--- config.mk ---
export PLATFORM = sky130hd
export DESIGN_NAME = if_fetch
export DESIGN_NICKNAME = d
export VERILOG_FILES = /design/src/rtl/cpu_defs.sv /design/src/rtl/fetch_fifo.sv /design/src/rtl/if_fetch.sv
export SDC_FILE = /design/constraint.sdc
export NUM_CORES = 1
export LEC_CHECK = 0
export BUFFER_PORTS_ARGS = -buffer_cell sky130_fd_sc_hd__buf_2
export CORE_ASPECT_RATIO = 0.6
export CORE_MARGIN = 2
export CORE_UTILIZATION = 50
export DETAILED_ROUTE_END_ITERATION = 10
export PLACE_DENSITY_LB_ADDON = 0.15
export SYNTH_ARGS = -nofsm -noshare
export SYNTH_HDL_FRONTEND = slang
export SYNTH_SLANG_ARGS = --single-unit
--- constraint.sdc ---
create_clock -name clk -period 7.2 [get_ports clk]
set_clock_uncertainty 0.1 [all_clocks]
set_input_delay 0.36 -clock clk [delete_from_list [all_inputs] [get_ports clk]]
set_output_delay 0.36 -clock clk [all_outputs]
set_load 0.1 [all_outputs]
--- src/rtl/cpu_defs.sv ---
// Shared core definitions: widths, NOP encoding,
// stall vector bit positions and the fetch buffer entry.
package cpu_defs;

  localparam int XLEN = 32;

  localparam logic [XLEN-1:0] NOP_INST =
    32'h0000_0013;

  localparam logic [XLEN-1:0] RESET_PC_DEF =
    32'h0000_0000;

  localparam int STALL_PC = 0;
  localparam int STALL_IF = 1;

  typedef struct packed {
    logic [XLEN-1:0] addr;
    logic [XLEN-1:0] inst;
  } fetch_entry_t;

endpackage

--- src/rtl/fetch_fifo.sv ---
// Small circular instruction buffer with flush.
// Caller guarantees no push into a full buffer.
module fetch_fifo #(
  parameter int DEPTH = 2,
  parameter int WIDTH = 64
) (
  input  logic                     clk,
  input  logic                     rst_n,
  input  logic                     flush,
  input  logic                     push,
  input  logic [WIDTH-1:0]         wdata,
  input  logic                     pop,
  output logic [WIDTH-1:0]         rdata,
  output logic [$clog2(DEPTH):0]   count,
  output logic                     full,
  output logic                     empty
);

  localparam int AW = $clog2(DEPTH);

  logic [WIDTH-1:0] mem [DEPTH];
  logic [AW-1:0]    wr_ptr;
  logic [AW-1:0]    rd_ptr;
  logic             do_push;
  logic             do_pop;

  assign empty   = (count == '0);
  assign full    = (count == (AW+1)'(DEPTH));
  assign do_pop  = pop & !empty & !flush;
  assign do_push = push & !flush;
  assign rdata   = mem[rd_ptr];

  // pointer and occupancy bookkeeping
  always_ff @(posedge clk) begin
    if (!rst_n || flush) begin
      wr_ptr <= '0;
      rd_ptr <= '0;
      count  <= '0;
    end else begin
      if (do_push) wr_ptr <= wr_ptr + 1'b1;
      if (do_pop)  rd_ptr <= rd_ptr + 1'b1;
      unique case ({do_push, do_pop})
        2'b10:   count <= count + 1'b1;
        2'b01:   count <= count - 1'b1;
        default: count <= count;
      endcase
    end
  end

  // entry storage, no reset needed
  always_ff @(posedge clk) begin
    if (do_push) mem[wr_ptr] <= wdata;
  end

endmodule

--- src/rtl/if_fetch.sv ---
// Instruction fetch front end: PC, bus issue, return buffer.
// FETCH_BYPASS_EN: forward a response straight to the output.
module if_fetch
  import cpu_defs::*;
#(
  parameter logic [31:0] RESET_PC   = RESET_PC_DEF,
  parameter int          FIFO_DEPTH = 2,
  parameter int          MAX_OUTST  = 2
) (
  input  logic        clk,
  input  logic        rst_n,
  input  logic        jump_flag_i,
  input  logic [31:0] jump_addr_i,
  input  logic [5:0]  stall_i,
  output logic        ibus_req_o,
  output logic [31:0] ibus_addr_o,
  input  logic        ibus_gnt_i,
  input  logic        ibus_rvalid_i,
  input  logic [31:0] ibus_rdata_i,
  output logic [31:0] inst_o,
  output logic [31:0] inst_addr_o,
  output logic        inst_valid_o
);

  localparam int CW = $clog2(MAX_OUTST + 1);
  localparam int FW = $clog2(FIFO_DEPTH) + 1;

  logic [XLEN-1:0] pc;
  logic [XLEN-1:0] ret_pc;
  logic [XLEN-1:0] target;
  logic [CW-1:0]   outst_cnt;
  logic [CW-1:0]   drop_cnt;
  logic [FW-1:0]   fifo_count;
  logic            fifo_full;
  logic            fifo_empty;
  fetch_entry_t    entry;
  fetch_entry_t    head;

  logic rsp;
  logic keep;
  logic fire;
  logic push;
  logic pop;
  logic bypass;
  logic hold_pc;
  logic hold_if;
  int   inflight;
  logic unused_bits;

  assign unused_bits =
    ^{jump_addr_i[1:0], stall_i[5:2]};

  assign hold_pc = stall_i[STALL_PC];
  assign hold_if = stall_i[STALL_IF];
  assign target  = {jump_addr_i[XLEN-1:2], 2'b00};

  // responses only count while something is in flight
  assign rsp  = ibus_rvalid_i & (outst_cnt != '0);
  assign keep = rsp & (drop_cnt == '0);

  assign inflight = int'(outst_cnt)
                  + int'(fifo_count);

  assign ibus_req_o = rst_n
                    & !jump_flag_i
                    & !hold_pc
                    & (int'(outst_cnt) < MAX_OUTST)
                    & (inflight < FIFO_DEPTH);

  assign ibus_addr_o = pc;
  assign fire = ibus_req_o & ibus_gnt_i;

`ifdef FETCH_BYPASS_EN
  assign bypass = keep & fifo_empty & !hold_if;
`else
  assign bypass = 1'b0;
`endif

  assign pop  = !fifo_empty & !hold_if;
  assign push = keep
              & !bypass
              & !jump_flag_i
              & (!fifo_full | pop);

  assign entry = '{addr: ret_pc, inst: ibus_rdata_i};

  fetch_fifo #(
    .DEPTH (FIFO_DEPTH),
    .WIDTH ($bits(fetch_entry_t))
  ) u_fifo (
    .clk   (clk),
    .rst_n (rst_n),
    .flush (jump_flag_i),
    .push  (push),
    .wdata (entry),
    .pop   (pop),
    .rdata (head),
    .count (fifo_count),
    .full  (fifo_full),
    .empty (fifo_empty)
  );

  // PC, return PC and in-flight/drop counters
  always_ff @(posedge clk) begin
    if (!rst_n) begin
      pc        <= RESET_PC;
      ret_pc    <= RESET_PC;
      outst_cnt <= '0;
      drop_cnt  <= '0;
    end else begin
      outst_cnt <= outst_cnt + CW'(fire) - CW'(rsp);
      if (jump_flag_i) begin
        pc       <= target;
        ret_pc   <= target;
        drop_cnt <= outst_cnt - CW'(rsp);
      end else begin
        if (fire) pc <= pc + 32'd4;
        if (keep) ret_pc <= ret_pc + 32'd4;
        if (rsp && drop_cnt != '0)
          drop_cnt <= drop_cnt - 1'b1;
      end
    end
  end

  // present buffer head, or the live response on bypass
  always_comb begin
    inst_o       = NOP_INST;
    inst_addr_o  = ret_pc;
    inst_valid_o = 1'b0;
    if (!fifo_empty) begin
      inst_o       = head.inst;
      inst_addr_o  = head.addr;
      inst_valid_o = 1'b1;
    end else if (bypass) begin
      inst_o       = ibus_rdata_i;
      inst_addr_o  = ret_pc;
      inst_valid_o = 1'b1;
    end
  end

endmodule

Word level (Yosys, flattened, before mapping):

Memory sizes are Yosys's and may differ from the RTL's. A register that Yosys moved wholly into a read port is not among the register bits.
Cells that the tools add are included.

* muxes and demuxes: 14
* order comparisons: 2
* bitwise operators: 15
* eq/ne operators: 3
* reductions and logical operators: 17
* $add $sub $neg: 11

Operators by type and width (number)
* $mux W32: 6
* $add A32 B3 Y32 const B: 2
* $and A1 B1 Y1: 13
* $reduce_bool A2 Y1: 6
* $logic_not A1 Y1: 6
* $mux W1: 5
* $eq A2 B2 Y1 const B: 2
* $logic_not A2 Y1: 2
* $mux W2: 2
* $pmux W2 S2: 1
* $sub A2 B1 Y2: 2
* $sub A2 B1 Y2 const B: 2
* $add A2 B2 Y3: 1
* $lt A3 B2 Y1 const B: 1
* $add A1 B1 Y1 const B: 2
* $add A2 B1 Y2: 1
* $add A2 B1 Y2 const B: 1
* $eq A2 B1 Y1 const B: 1
* $lt A2 B2 Y1 const B: 1
* $reduce_or A2 Y1: 1
* $logic_and A1 B1 Y1: 1
* $logic_or A1 B1 Y1: 1
* $not A1 Y1: 1
* $or A1 B1 Y1: 1

* output and inout port bits: 98
* word-level logic and storage cells: 72
* bits of input ports: 75
* register bits after elaboration: 72
* RAM bits: 128
* memories kept: 1

Memories
* u_fifo.mem: depth 2, width 64, read ports 1, clocked after Yosys merged registers in 1, write ports 1, RTL line fetch_fifo.sv:21 `logic [WIDTH-1:0] mem [DEPTH];`

Depth between registers and ports, before layout:

Gate-level depths: netlist (run 1).

* word-level depth: 8
* depth in mapped cells: 12
* mapped depth without buffers: 11

Hierarchy:

From an unflattened synthesis (run 1), not the netlist that was laid out.

* cells, all modules: 699
* area total of the unflattened synthesis: 8829.7 µm²

By module, submodules not included
* fetch_fifo: sequential area each 3943.8 µm², area each 4820.9 µm², cells an instance 225, instances 1
* if_fetch: sequential area each 1281.2 µm², area each 4008.8 µm², cells an instance 474, instances 1

Least setup slack after synthesis (run 1):

OpenSTA, ideal clock, no wires.

* path kind: register -> register
* from: reg drop_cnt[0]
* to: mem u_fifo.mem[0][0], enable pin
* setup slack: 2.661 ns
* library setup time: 0.482 ns
* arrival: 3.957 ns
* clock period less this slack: 4.539 ns
* buffers on the path: 1
* data required time: 6.618 ns
* cell stages (with the launch flop): 8
* path through: dfxtp_1 -> inv_1 -> ha_1 -> o211ai_1 -> clkbuf_1 -> nor3_1 -> inv_1 -> nor2_1

* word-level cells in the longest chain between the ends: 7

Ends and longest elaborated chain
* from (decl): RTL line if_fetch.sv:32 `logic [CW-1:0] drop_cnt;`
* from (signal assigned): RTL line if_fetch.sv:115 `drop_cnt <= outst_cnt - CW'(rsp);`
* from (signal assigned): RTL line if_fetch.sv:120 `drop_cnt <= drop_cnt - 1'b1;`
* $logic_not A2 Y1: RTL line if_fetch.sv:59 `assign keep = rsp & (drop_cnt == '0);`
* $and A1 B1 Y1: RTL line if_fetch.sv:59
* $and A1 B1 Y1: RTL line if_fetch.sv:82 `& !jump_flag_i`
* $and A1 B1 Y1: RTL line if_fetch.sv:83 `& (!fifo_full | pop);`
* $and A1 B1 Y1: RTL line fetch_fifo.sv:30 `assign do_push = push & !flush;`
* $mux W1: RTL line fetch_fifo.sv:52 `if (do_push) mem[wr_ptr] <= wdata;`
* $mux W1 (not written as such): RTL line fetch_fifo.sv:52
* to (decl): RTL line fetch_fifo.sv:21

No other way between the ends.

Worst setup path after layout (run 1):

* from: reg u_fifo.count[0]
* to: reg pc[16] (netlist: ibus_addr_o[16])

* word-level cells in the longest chain between the ends: 5

Ends and longest elaborated chain
* from (decl): RTL line fetch_fifo.sv:14 `output logic [$clog2(DEPTH):0] count,`
* from (signal assigned): RTL line fetch_fifo.sv:43 `2'b10: count <= count + 1'b1;`
* from (signal assigned): RTL line fetch_fifo.sv:44 `2'b01: count <= count - 1'b1;`
* from (signal assigned): RTL line fetch_fifo.sv:45 `default: count <= count;`
* $add A2 B2 Y3: RTL line if_fetch.sv:62 `+ int'(fifo_count);`
* $lt A3 B2 Y1: RTL line if_fetch.sv:68 `& (inflight < FIFO_DEPTH);`
* $and A1 B1 Y1: RTL line if_fetch.sv:68
* $and A1 B1 Y1: RTL line if_fetch.sv:71 `assign fire = ibus_req_o & ibus_gnt_i;`
* $reduce_bool A2 Y1 (no line)
* to (signal assigned): RTL line if_fetch.sv:113 `pc <= target;`
* to (signal assigned): RTL line if_fetch.sv:117 `if (fire) pc <= pc + 32'd4;`
* to (decl): RTL line if_fetch.sv:28 `logic [XLEN-1:0] pc;`

No other way between the ends.
A chain may end at the register's enable or synchronous reset.

==> out/results.txt, run 1 <==
Global-route wire length before repair: 33.44 mm
Fmax: 296.3 MHz
WP data arrival: 3.62 ns
Final hold slack: 0.01464 ns
Max FO, Critical Path: 14
Iteration count of the initial detailed-routing pass: 5
Post-synth EDFFs: 124
Final Util: 60.26%
Final Max Tran Viols: 0
Setup TNS: 0 ns
Lkg Pwr: 3.633 nW
Clock root cell: clkbuf_16
Initial core utilization: 51.04%
Synthesized cell area: 0.008720 mm²
Final ANT Viol Nets: 0
Rows: 37
Unrepaired setup endpoints after global routing: no
Vias in the first global route: 6322
Final wirelength: 21.11 mm
Period minus WS final: 3.375 ns
Yosys reg bits: 193
Worst Setup Start Kind: flip-flop
Worst Max-Slew Pin Slew: 1.129 ns
Footprint of the multi-input gates: 0.003356 mm²
IO Pins: 173
Post-detail-place hpwl: 14.14 mm
Die Y: 106.3 µm
Power density cells: 267.9 mW/mm²
Wirelength per Cell: 18.20 µm
Area grow syn2layout: 18.05%
Crit Reg-Reg Startpoint: u_fifo.count[0]
Hold path startpoint: ibus_rdata_i[0]
DRC viols: 0
RD Place Congestion: 0.8829
Setup violators final: 0
CP top delay family: simple AND/OR/NAND/NOR gates
Reg2reg path depth: 6
R2R setup slack: 3.83 ns
Clk_lat worst skew: 0.43 ns
ANT cells: 0
Critical Path Max Stage Delay: 0.67 ns
Distinct cells, synth: 53
Largest net degree at the start of global routing: 92
VDD IR max: 0.0001615 V
Final #Nets: 996
CP Capture Type: flip-flop
Total grt overflow: 0
Post-CTS Setup Inserts: 0
Gr usage total: 22.96%
Crit path kind: flip-flop to flip-flop
Initial DRC count: 616
Status: completed
Synth Flop Type: edfxtp_1
Core box area: 0.01708 mm²
DIE WIDTH: 174.5 µm
Die area: 0.01855 mm²
Worst Hold Class: primary input to flip-flop
Crit share post-route: 46.87%
Worst r2r dst: ibus_addr_o[16]
FF+latch area: 0.005109 mm²
Crit path launch: u_fifo.count[0]
Seq/Total Area, Yosys: 58.54%
Critical Path Sink: ibus_addr_o[16]
Num Clock Sinks: 193
Synthesized instance count: 770
CP Depth: 6
Fillers: 1423
Slew margin rel.: 24.75%
Via count: 6760
Max clock buf depth: 2
Worst-path cell chain: and2_1 > fa_1 > nor4_2 > nand4_1 > or4_1 > a31oi_1
Yosys Warn Count: 0
Power Total: 2.758 mW
Via/cell ratio: 5.828
Fraction of registers with async set/reset: 0%
CTS Buf Count: 17
Max_cap viols: 0
Initial antenna violation count: 0
TritonCTS clock tree: built
WP buf/inv: 0
CP required: 7.45 ns
Final Hold Viols: 0
Clk slew on worst S/H paths: 0.08 ns
Synth Area per Inst: 11.32 µm²
I/O Buffers: 162
Max H-tree Level: 4
Layout cells sized above 1: 23.00%
CP max stage cell: or4_1
## routing by layer
layer | track usage, % | part of all wire, % | vias up
met4 | 7.143 | 1.1 | 0
li1 | - | - | 3226
met2 | 35.23 | 46 | 237
met3 | 4.649 | 6.6 | 20
met1 | 32.96 | 47 | 3277
met5 | 0 | 0 | -
## power breakdown
part / total [mW] / switching [mW] / internal (mW)
registers: 1.30 / 0.0615 / 1.24
logic: 0.515 / 0.409 / 0.106
clock network: 0.941 / 0.469 / 0.472
total: 2.76 / 0.940 / 1.82
## worst reg2reg max path: stages (launching register included)
cell and delay [ns]:
dfxtp_1 0.47, and2_1 0.19, fa_1 0.44, nor4_2 0.59, nand4_1 0.66, or4_1 0.67
a31oi_1 0.18
## worst min-delay path by stage
stage,slack (ns),cells after the start,endpoint
2_1_floorplan,0.32,0,u_fifo.mem[0][36]
3_3_place_gp,0.39,2,drop_cnt[1]
3_5_place_dp,0.40,2,drop_cnt[1]
4_1_cts,0.001,1,u_fifo.mem[1][13]
5_1_grt,0.001,1,u_fifo.mem[1][6]
6_report,0.01,1,u_fifo.mem[1][0]
## sequential cells by signal, indices dropped and copies added, names as in the netlist, named ones only
| signal | flops |
|---|---|
| drop_cnt | 2 |
| outst_cnt | 2 |
| u_fifo.mem | 124 |
| u_fifo.wr_ptr | 1 |
| ibus_addr_o | 30 |
| ret_pc | 30 |
| u_fifo.count | 2 |
| u_fifo.rd_ptr | 1 |
## cells in the mapped netlist, drive strengths merged (11+ instances only)
cell type / n / share of area [%]
nor4: 12 / 0.93
nor3: 12 / 0.82
or3: 17 / 1.2
mux2i: 63 / 7.2
o21ai: 69 / 4.0
inv: 16 / 0.69
a21oi: 25 / 1.4
o211ai: 16 / 1.4
o31ai: 13 / 1.1
nor2: 44 / 1.9
dfxtp: 69 / 16
edfxtp: 124 / 43
buf: 16 / 1.1
or4: 28 / 2.5
nand4: 21 / 1.7
nand2: 55 / 2.4
a31oi: 28 / 2.0
clkbuf: 33 / 1.4
nand3: 21 / 1.2
xor2: 11 / 1.1
xnor2: 15 / 1.5
## kinds of logic after synthesis
group | Yosys count | synth area share [%]
simple gates | 243 | 15.28
flops | 193 | 58.54
compound gates | 170 | 11.77
buf+inv | 66 | 3.286
mux | 63 | 7.232
xor+xnor | 26 | 2.612
fa+ha+maj | 8 | 1.234
other cells | 1 | 0.04301
## repair_timing
item	4_1_cts	5_1_grt
endpoints found under the hold margin	3	2
hold buffers	2	1
gates resized for setup	0	0
## final cells by class
class / count / share of cell area (%)
inverter: 17 / 0.6199
clock buffer: 17 / 4.133
tap: 234 / 2.844
timing repair buffer: 170 / 8.533
multi-input combinational: 514 / 32.60
sequential: 193 / 49.63
clock inverter: 15 / 1.641
## layout by cell type (no fill, tap or decap), types with 3 or more instances in the layout
cell type | netlist | routed
or4_1 | 26 | 26
nand3_1 | 21 | 21
mux2i_1 | 63 | 63
clkinv_8 | 0 | 3
o21ai_0 | 69 | 69
inv_6 | 0 | 4
ha_1 | 7 | 7
clkbuf_16 | 0 | 17
a31oi_1 | 28 | 28
nor4_1 | 11 | 11
conb_1 | 1 | 4
a211oi_1 | 5 | 5
inv_8 | 0 | 5
and3_1 | 6 | 6
xnor2_1 | 15 | 15
or2_2 | 3 | 3
or3_1 | 17 | 17
nand4_1 | 20 | 20
inv_1 | 15 | 14
nor3_1 | 11 | 11
xor2_1 | 11 | 11
nand2_1 | 55 | 55
dfxtp_1 | 69 | 68
o31ai_1 | 13 | 13
a21oi_1 | 25 | 25
buf_4 | 4 | 5
nor2_1 | 44 | 42
buf_2 | 1 | 162
and2_1 | 9 | 8
and4_1 | 9 | 9
o211ai_1 | 16 | 16
edfxtp_1 | 124 | 124
dlygate4sd3_1 | 0 | 3
## through the flow
step	instances	area (µm²)	worst slack, ns
4_1_cts	1159	10280	3.904
3_3_place_gp	1125	9669	3.939
2_1_floorplan	773	8731	2.661
5_1_grt	1160	10290	3.670
3_5_place_dp	1125	9669	3.928
6_report	1160	10290	3.825
Power figures use the tool's default switching activity.
==> run 2, diff against run 1 <==
--- a/config.mk
+++ b/config.mk
@@ -5,6 +5,7 @@
 export SDC_FILE = /design/constraint.sdc
 export NUM_CORES = 1
 export LEC_CHECK = 0
+export ABC_AREA = 1
 export BUFFER_PORTS_ARGS = -buffer_cell sky130_fd_sc_hd__buf_2
 export CORE_ASPECT_RATIO = 0.6
 export CORE_MARGIN = 2
==> constraint.sdc (replaced) <==
create_clock -name clk -period 3.4 [get_ports clk]
set_clock_uncertainty 0.1 [all_clocks]
set_input_delay 0.17 -clock clk [delete_from_list [all_inputs] [get_ports clk]]
set_output_delay 0.17 -clock clk [all_outputs]
set_load 0.1 [all_outputs]
==> out/results.txt, run 2 <==
Mux cell area share after synthesis: 0% (-7.2 points)
ANT cells: 0 (unchanged)
Fraction of registers with async set/reset: 0% (unchanged)
I/O Buffers: 162 (unchanged)
Synthesized instance count: 1114 (+45%)
IO Pins: 173 (unchanged)
Setup violators final: 0 (unchanged)
Max H-tree Level: 4 (unchanged)
Compound-Gate Fraction of Synth Area: 11.55% (-0.22 points)
Design area: 0.01152 mm² (+12%)
CTS Buf Count: 17 (unchanged)
Clk_lat worst skew: 0.43 ns (about the same)
Unrepaired setup endpoints after global routing: no
Final ANT Viol Nets: 0 (unchanged)
Final Util: 63.57% (+3.3 points)
Synth Area in XOR/XNOR: 2.174% (-0.44 points)
Largest Register: u_fifo.mem
Lkg Pwr: 4.946 nW (+36%)
Reg2reg path depth: 7 (+1)
Total grt overflow: 0 (unchanged)
Worst Setup Start Kind: flip-flop
Final wirelength: 25.14 mm (+19%)
Die area: 0.01967 mm² (+6.1%)
Post-Synth Simple-Gate Area: 23.59% (+8.3 points)
Commonest non-fill, non-tap cells in the layout: 336 x nand2_1, 162 x buf_2, 124 x edfxtp_1
Worst Max-Slew Pin Slew: 0.8419 ns (-0.2869 ns)
Fmax: 376.1 MHz (+27%)
Post-synth top area share: 40.19% (-2.5 points)
R2R setup slack: 0.74 ns (-3.08 ns)
Final Max Tran Viols: 0 (unchanged)
Largest net degree at the start of global routing: 79 (-14%)
Via/cell ratio: 5.313 (-8.8%)
Period minus WS final: 2.659 ns (-0.7161 ns)
Hold Path Depth: 5 (+4)
Endpoint with the worst hold slack: ibus_addr_o[30]
TritonCTS clock tree: built
Gr usage total: 25.57% (+2.6 points)
Core box area: 0.01811 mm² (+6.0%)
Via count: 8352 (+24%)
Wirelength per Cell: 15.99 µm (-12%)
Synthesized cell area: 0.009265 mm² (+6.3%)
Synth Area in Adders: 1.161% (-0.073 points)
Fillers: 1540 (+8.2%)
Rows: 38 (+2.7%)
Main combinational cell family by area after synthesis: simple AND/OR/NAND/NOR gates
Sw Share: 35.54% (+1.5 points)
Max_cap viols: 0 (unchanged)
Seq/Total Area, Yosys: 55.10% (-3.4 points)
Largest area contributor in the netlist: edfxtp_1
CP max stage cell: nor2_4
Post-detail-place hpwl: 17.02 mm (+20%)
Post-CTS Setup Inserts: 0 (unchanged)
Clock Power Share: 32.9% (-1.2 points)
Synth Area per Inst: 8.317 µm² (-27%)
Yosys reg bits: 193 (unchanged)
Most common cell in the netlist: nand2_1
DIE WIDTH: 179.7 µm (+3.0%)
Worst r2r dst: u_fifo.mem[0][57]
Crit share post-route: 78.19% (+31 points)
CP required: 3.43 ns (-4.02 ns)
Leading cell type in the layout, fill and taps excluded: nand2_1
Power density cells: 533.0 mW/mm² (+99%)
Post-synth EDFFs: 124 (unchanged)
Num Clock Sinks: 193 (unchanged)
WP data arrival: 2.69 ns (-0.93 ns)
Comb pwr share: 22.0% (+3.3 points)
Critical Path Max Stage Delay: 0.52 ns (-0.15 ns)
Crit path kind: flip-flop to flip-flop
Distinct cells, synth: 32 (-40%)
Global-route wire length before repair: 39.28 mm (+17%)
Worst-path cell chain: inv_1 > nand2_1 > nand3_1 > nor2_1 > nand2_1 > nor2_4 > buf_12
Layout cells sized above 1: 17.04% (-6.0 points)
Status: completed
Seq pwr share: 45.0% (-2.2 points)
Psw: 2.182 mW (+130%)
Max reg flops: 124 (unchanged)
Clk slew on worst S/H paths: 0.08 ns (about the same)
RD Place Congestion: 0.9149 (+3.6%)
Cell mode on critical path: nand2_1
Final Hold Viols: 0 (unchanged)
Power Total: 6.138 mW (+120%)
Area grow syn2layout: 24.29%
Slew margin rel.: 43.87% (+19 points)
Max clock buf depth: 2 (unchanged)
Max FO, Critical Path: 27 (+13)
DRC viols: 0 (unchanged)
Iteration count of the initial detailed-routing pass: 5 (unchanged)
Final #Nets: 1402 (+41%)
Initial DRC count: 864 (+40%)
Initial antenna violation count: 0 (unchanged)
Pint: 3.957 mW (+120%)
Vias in the first global route: 7472 (+18%)
Crit Reg-Reg Startpoint: outst_cnt[1]
Initial core utilization: 51.15% (+0.10 points)
CP Capture Type: flip-flop
VDD IR max: 0.0003146 V (+95%)
Hold path startpoint: jump_addr_i[30]
Setup TNS: 0 ns (unchanged)
Yosys Warn Count: 0 (unchanged)
Worst Hold Class: primary input to flip-flop
Cell Area, Placed: 0.01038 mm² (+7.4%)
Die Y: 109.4 µm (+3.0%)
Clock root cell: clkbuf_16
Top post-synthesis cells by count: 336 x nand2_1, 126 x a21oi_1, 124 x edfxtp_1
Area contributors post-synth: edfxtp_1 40%, dfxtp_1 15%, nand2_1 14%
Synth Flop Type: edfxtp_1
==> run 2: per-stage QoR <==
stage	cells	setup WS, ns	hold WS [ns]
6_report	1572	0.7415	0.008290
5_1_grt	1572	0.5644	0.01051
4_1_cts	1572	0.7548	0.002968
3_5_place_dp	1487	0.7877	0.2607
3_3_place_gp	1487	0.8082	0.2586
2_1_floorplan	1117	0.2547	0.1689
==> run 2: worst max-delay path: cells and delay by family, from the launching register on <==
family                 cells  cell delay [ns]
AND/OR/NAND/NOR            5             1.43
flip-flops                 1             0.46
buffers and inverters      2             0.34
==> run 2: timing repair <==
action	4_1_cts	5_1_grt
hold endpoints to repair	92	0
hold buffers	53	0
gates resized for setup	0	0
setup endpoints to repair	0	0
==> run 2: how the worst max path moves through the flow <==
stage	start	slack [ns]	depth (start not counted)	endpoint
after floorplan	outst_cnt[1]	0.25	6	u_fifo.mem[1][0]
after global placement	outst_cnt[1]	0.81	7	u_fifo.mem[0][57]
after detailed placement	outst_cnt[1]	0.79	7	u_fifo.mem[0][58]
after CTS	outst_cnt[1]	0.75	7	u_fifo.mem[0][59]
after global routing	outst_cnt[1]	0.56	7	u_fifo.mem[0][57]
final	outst_cnt[1]	0.74	7	u_fifo.mem[0][57]
==> run 2: routing by layer <==
metal  GRT usage [%]  part of all wire [%]  vias up
met3           6.691                    10       29
met1           37.69                    46     3837
li1                -                     -     4106
met5               0                     0        -
met4           6.272                   1.1        0
met2           37.68                    42      380
==> run 2: power by group through the flow <==
stage | sequential (mW) | clock, mW | combinational [mW]
finish | 2.76 | 2.02 | 1.35
CTS | 2.76 | 2.05 | 1.35
global placement | 2.81 | 0 | 1.29
global route | 2.78 | 2.15 | 1.45
floorplan | 2.94 | 0 | 0.869
detailed placement | 2.82 | 0 | 1.30
==> run 2: layout make-up <==
type	count	area, µm²	share of cell area (%)
clock buffers	18	429.2	3.727
clock inverters	14	172.7	1.499
inverters	103	386.6	3.357
multi-input cells	775	3625	31.48
flip-flops and latches	193	5106	44.34
well taps	240	300.3	2.608
repair buffers	229	1496	12.99
==> run 2: cells by family after synthesis <==
logic type,count (synthesis)
adders and majority gates,8
DFF,193
AOI/OAI and AO/OA,200
buffers and inverters,149
and+or+nand+nor,540
other,1
xor gates and xnor gates,23
==> run 3, diff against run 2 <==
--- a/config.mk
+++ b/config.mk
@@ -5,7 +5,7 @@
 export SDC_FILE = /design/constraint.sdc
 export NUM_CORES = 1
 export LEC_CHECK = 0
-export ABC_AREA = 1
+export ABC_AREA = 0
 export BUFFER_PORTS_ARGS = -buffer_cell sky130_fd_sc_hd__buf_2
 export CORE_ASPECT_RATIO = 0.6
 export CORE_MARGIN = 2
==> constraint.sdc (replaced) <==
create_clock -name clk -period 2.2 [get_ports clk]
set_clock_uncertainty 0.1 [all_clocks]
set_input_delay 0.11 -clock clk [delete_from_list [all_inputs] [get_ports clk]]
set_output_delay 0.11 -clock clk [all_outputs]
set_load 0.1 [all_outputs]
==> out/results.txt, run 3 (synthesis gave the netlist of run 1 again) <==
Final wirelength: 25.50 mm (+1.4%)
Final Util: 75.50% (+12 points)
RD Place Congestion: 0.9174 (+0.27%)
Die area: 0.01855 mm² (-5.7%)
Fillers: 1121 (-27%)
Max FO, Critical Path: 2 (-93%)
Status: finished, violations left
Initial DRC count: 752 (-13%)
Reg2reg path depth: 11 (+4)
Clock root cell: clkbuf_16
Final #Nets: 1143 (-18%)
Crit path kind: flip-flop to flip-flop
Setup violators final: 34 (+34)
Worst-path cell chain: and2_4 > fa_2 > or4_4 > nor3_4 > inv_2 > ha_4 > inv_2 > ha_4 > xor2_2 > xnor2_1 > nor2_1
Clk_lat worst skew: 0.43 ns (about the same)
Initial antenna violation count: 0 (unchanged)
Largest Register: u_fifo.mem
Worst Hold Class: primary input to flip-flop
Final Max Tran Viols: 0 (unchanged)
VDD IR max: 0.0006091 V (+94%)
Vias in the first global route: 7372 (-1.3%)
Max_cap viols: 0 (unchanged)
DIE WIDTH: 174.5 µm (-2.9%)
Initial core utilization: 51.04% (-0.10 points)
CP top delay family: adder cells
WP data arrival: 2.90 ns (+0.21 ns)
Worst Max-Slew Pin Slew: 0.7163 ns (-0.1256 ns)
Period minus WS final: 2.698 ns (+0.03971 ns)
R2R setup slack: -0.50 ns (-1.24 ns)
Area grow syn2layout: 47.91%
CP required: 2.41 ns (-1.02 ns)
Max reg flops: 124 (unchanged)
Post-detail-place hpwl: 17.02 mm (about the same)
CTS Buf Count: 17 (unchanged)
Critical Path Sink: outst_cnt[1]
Max clock buf depth: 2 (unchanged)
Global-route wire length before repair: 38.82 mm (-1.2%)
Leading cell type in the layout, fill and taps excluded: buf_2
Violated checks: setup timing
Largest net degree at the start of global routing: 38 (-52%)
Lkg Pwr: 4.642 nW (-6.2%)
Final worst slack: -0.4982 ns (-1.240 ns)
Num Clock Sinks: 193 (unchanged)
Gr usage total: 27.08% (+1.5 points)
Wirelength per Cell: 19.51 µm (+22%)
CP max stage cell: or4_4
WP buf/inv: 2 (unchanged)
Final Hold Viols: 0 (unchanged)
CP Capture Type: flip-flop
Critical Path Max Stage Delay: 0.45 ns (-0.07 ns)
Crit Reg-Reg Startpoint: outst_cnt[0]
Slew margin rel.: 51.74% (+7.9 points)
Rows: 37 (-2.6%)
DRC viols: 0 (unchanged)
Post-Place Worst Slack: -0.5635 ns (-1.351 ns)
Total grt overflow: 0 (unchanged)
Final ANT Viol Nets: 0 (unchanged)
IO Pins: 173 (unchanged)
Worst Setup Start Kind: flip-flop
Crit share post-route: 122.6% (+44 points)
Worst r2r dst: outst_cnt[1]
ANT cells: 0 (unchanged)
Iteration count of the initial detailed-routing pass: 8 (+3)
CP Depth: 11 (+4)
TritonCTS clock tree: built
Via count: 7607 (-8.9%)
Max H-tree Level: 4 (unchanged)
Via/cell ratio: 5.820 (+9.5%)
Unrepaired setup endpoints after global routing: yes
Crit path launch: outst_cnt[0]
Core box area: 0.01708 mm² (-5.7%)
Commonest non-fill, non-tap cells in the layout: 126 x buf_2, 124 x edfxtp_1, 76 x buf_4
I/O Buffers: 162 (unchanged)
Power density cells: 764.8 mW/mm² (+43%)
Clk slew on worst S/H paths: 0.08 ns (about the same)
Fmax: 370.6 MHz (-1.5%)
Layout cells sized above 1: 38.49% (+21 points)
Die Y: 106.3 µm (-2.9%)
-- run 3: cell count changes in the layout (fill, tap and decap cells not counted), sizes merged, moves of 27 or more --
cell   delta
or4      +29
mux2i    +63
nand2   -283
nand3    -47
buf      +79
a21oi   -101
nor2     -67
o21ai    +27
inv      -89
-- run 3: repair_timing --
action	4_1_cts	5_1_grt
gates cloned	3	0
pin swaps	25	9
setup buffers	7	8
setup endpoints to repair	75	83
endpoints found under the hold margin	109	0
hold buffers	58	0
resized for setup	22	13
-- run 3: layout make-up --
type / instances / area, µm² / share of cell area (%)
clock buffer: 17 / 425.4 / 3.298
clock inverter: 15 / 156.4 / 1.213
inverter: 17 / 67.56 / 0.5239
multi-input combinational: 515 / 3938 / 30.53
sequential: 193 / 5144 / 39.88
tap: 234 / 292.8 / 2.270
timing repair buffer: 316 / 2874 / 22.28
-- run 3: worst min-delay path: cells and delay by family --
family,cells,cell delay (ns)
compound gates,1,0.08
buf+inv,1,0.07
simple gates,2,0.25
-- run 3: how the worst min path moves through the flow --
stage,startpoint,endpoint,slack [ns],cells past startpoint
after floorplan,ibus_rdata_i[0],u_fifo.mem[0][0],0.11,0
after detailed placement,ibus_rdata_i[30],u_fifo.mem[0][30],0.20,1
after global placement,ibus_rdata_i[18],u_fifo.mem[1][18],0.20,1
after CTS,jump_addr_i[28],ret_pc[28],0.006,4
final,jump_addr_i[28],ret_pc[28],0.02,4
after global routing,jump_addr_i[27],ibus_addr_o[27],0.01,3
-- run 3: stage by stage --
| step | cell area (µm²) | hold WS (ns) | power, mW | instances | TNS [ns] |
|---|---|---|---|---|---|
| finish | 12900 | 0.01739 | 9.864 | 1307 | -10.32 |
| floorplan | 9258 | 0.1089 | 5.826 | 773 | -28.73 |
| global route | 12900 | 0.01217 | 10.18 | 1307 | -13.40 |
| CTS | 12750 | 0.005696 | 9.815 | 1299 | -7.785 |
| detailed placement | 11370 | 0.2043 | 6.630 | 1201 | -6.674 |
| global placement | 11370 | 0.1981 | 6.558 | 1201 | -5.429 |
-- run 3: power by group --
| part | total (mW) | switching, mW | internal (mW) |
|---|---|---|---|
| registers | 4.21 | 0.144 | 4.07 |
| clock network | 3.06 | 1.53 | 1.52 |
| logic | 2.60 | 1.67 | 0.924 |
| total | 9.86 | 3.35 | 6.51 |
-- run 3: metal layers --
layer	track usage, %	vias to the layer above	share of wire, %
met4	6.483	0	0.73
met1	37.67	3729	44
met3	7.010	21	8.3
met2	42.72	334	47
li1	-	3523	-
met5	0	-	0
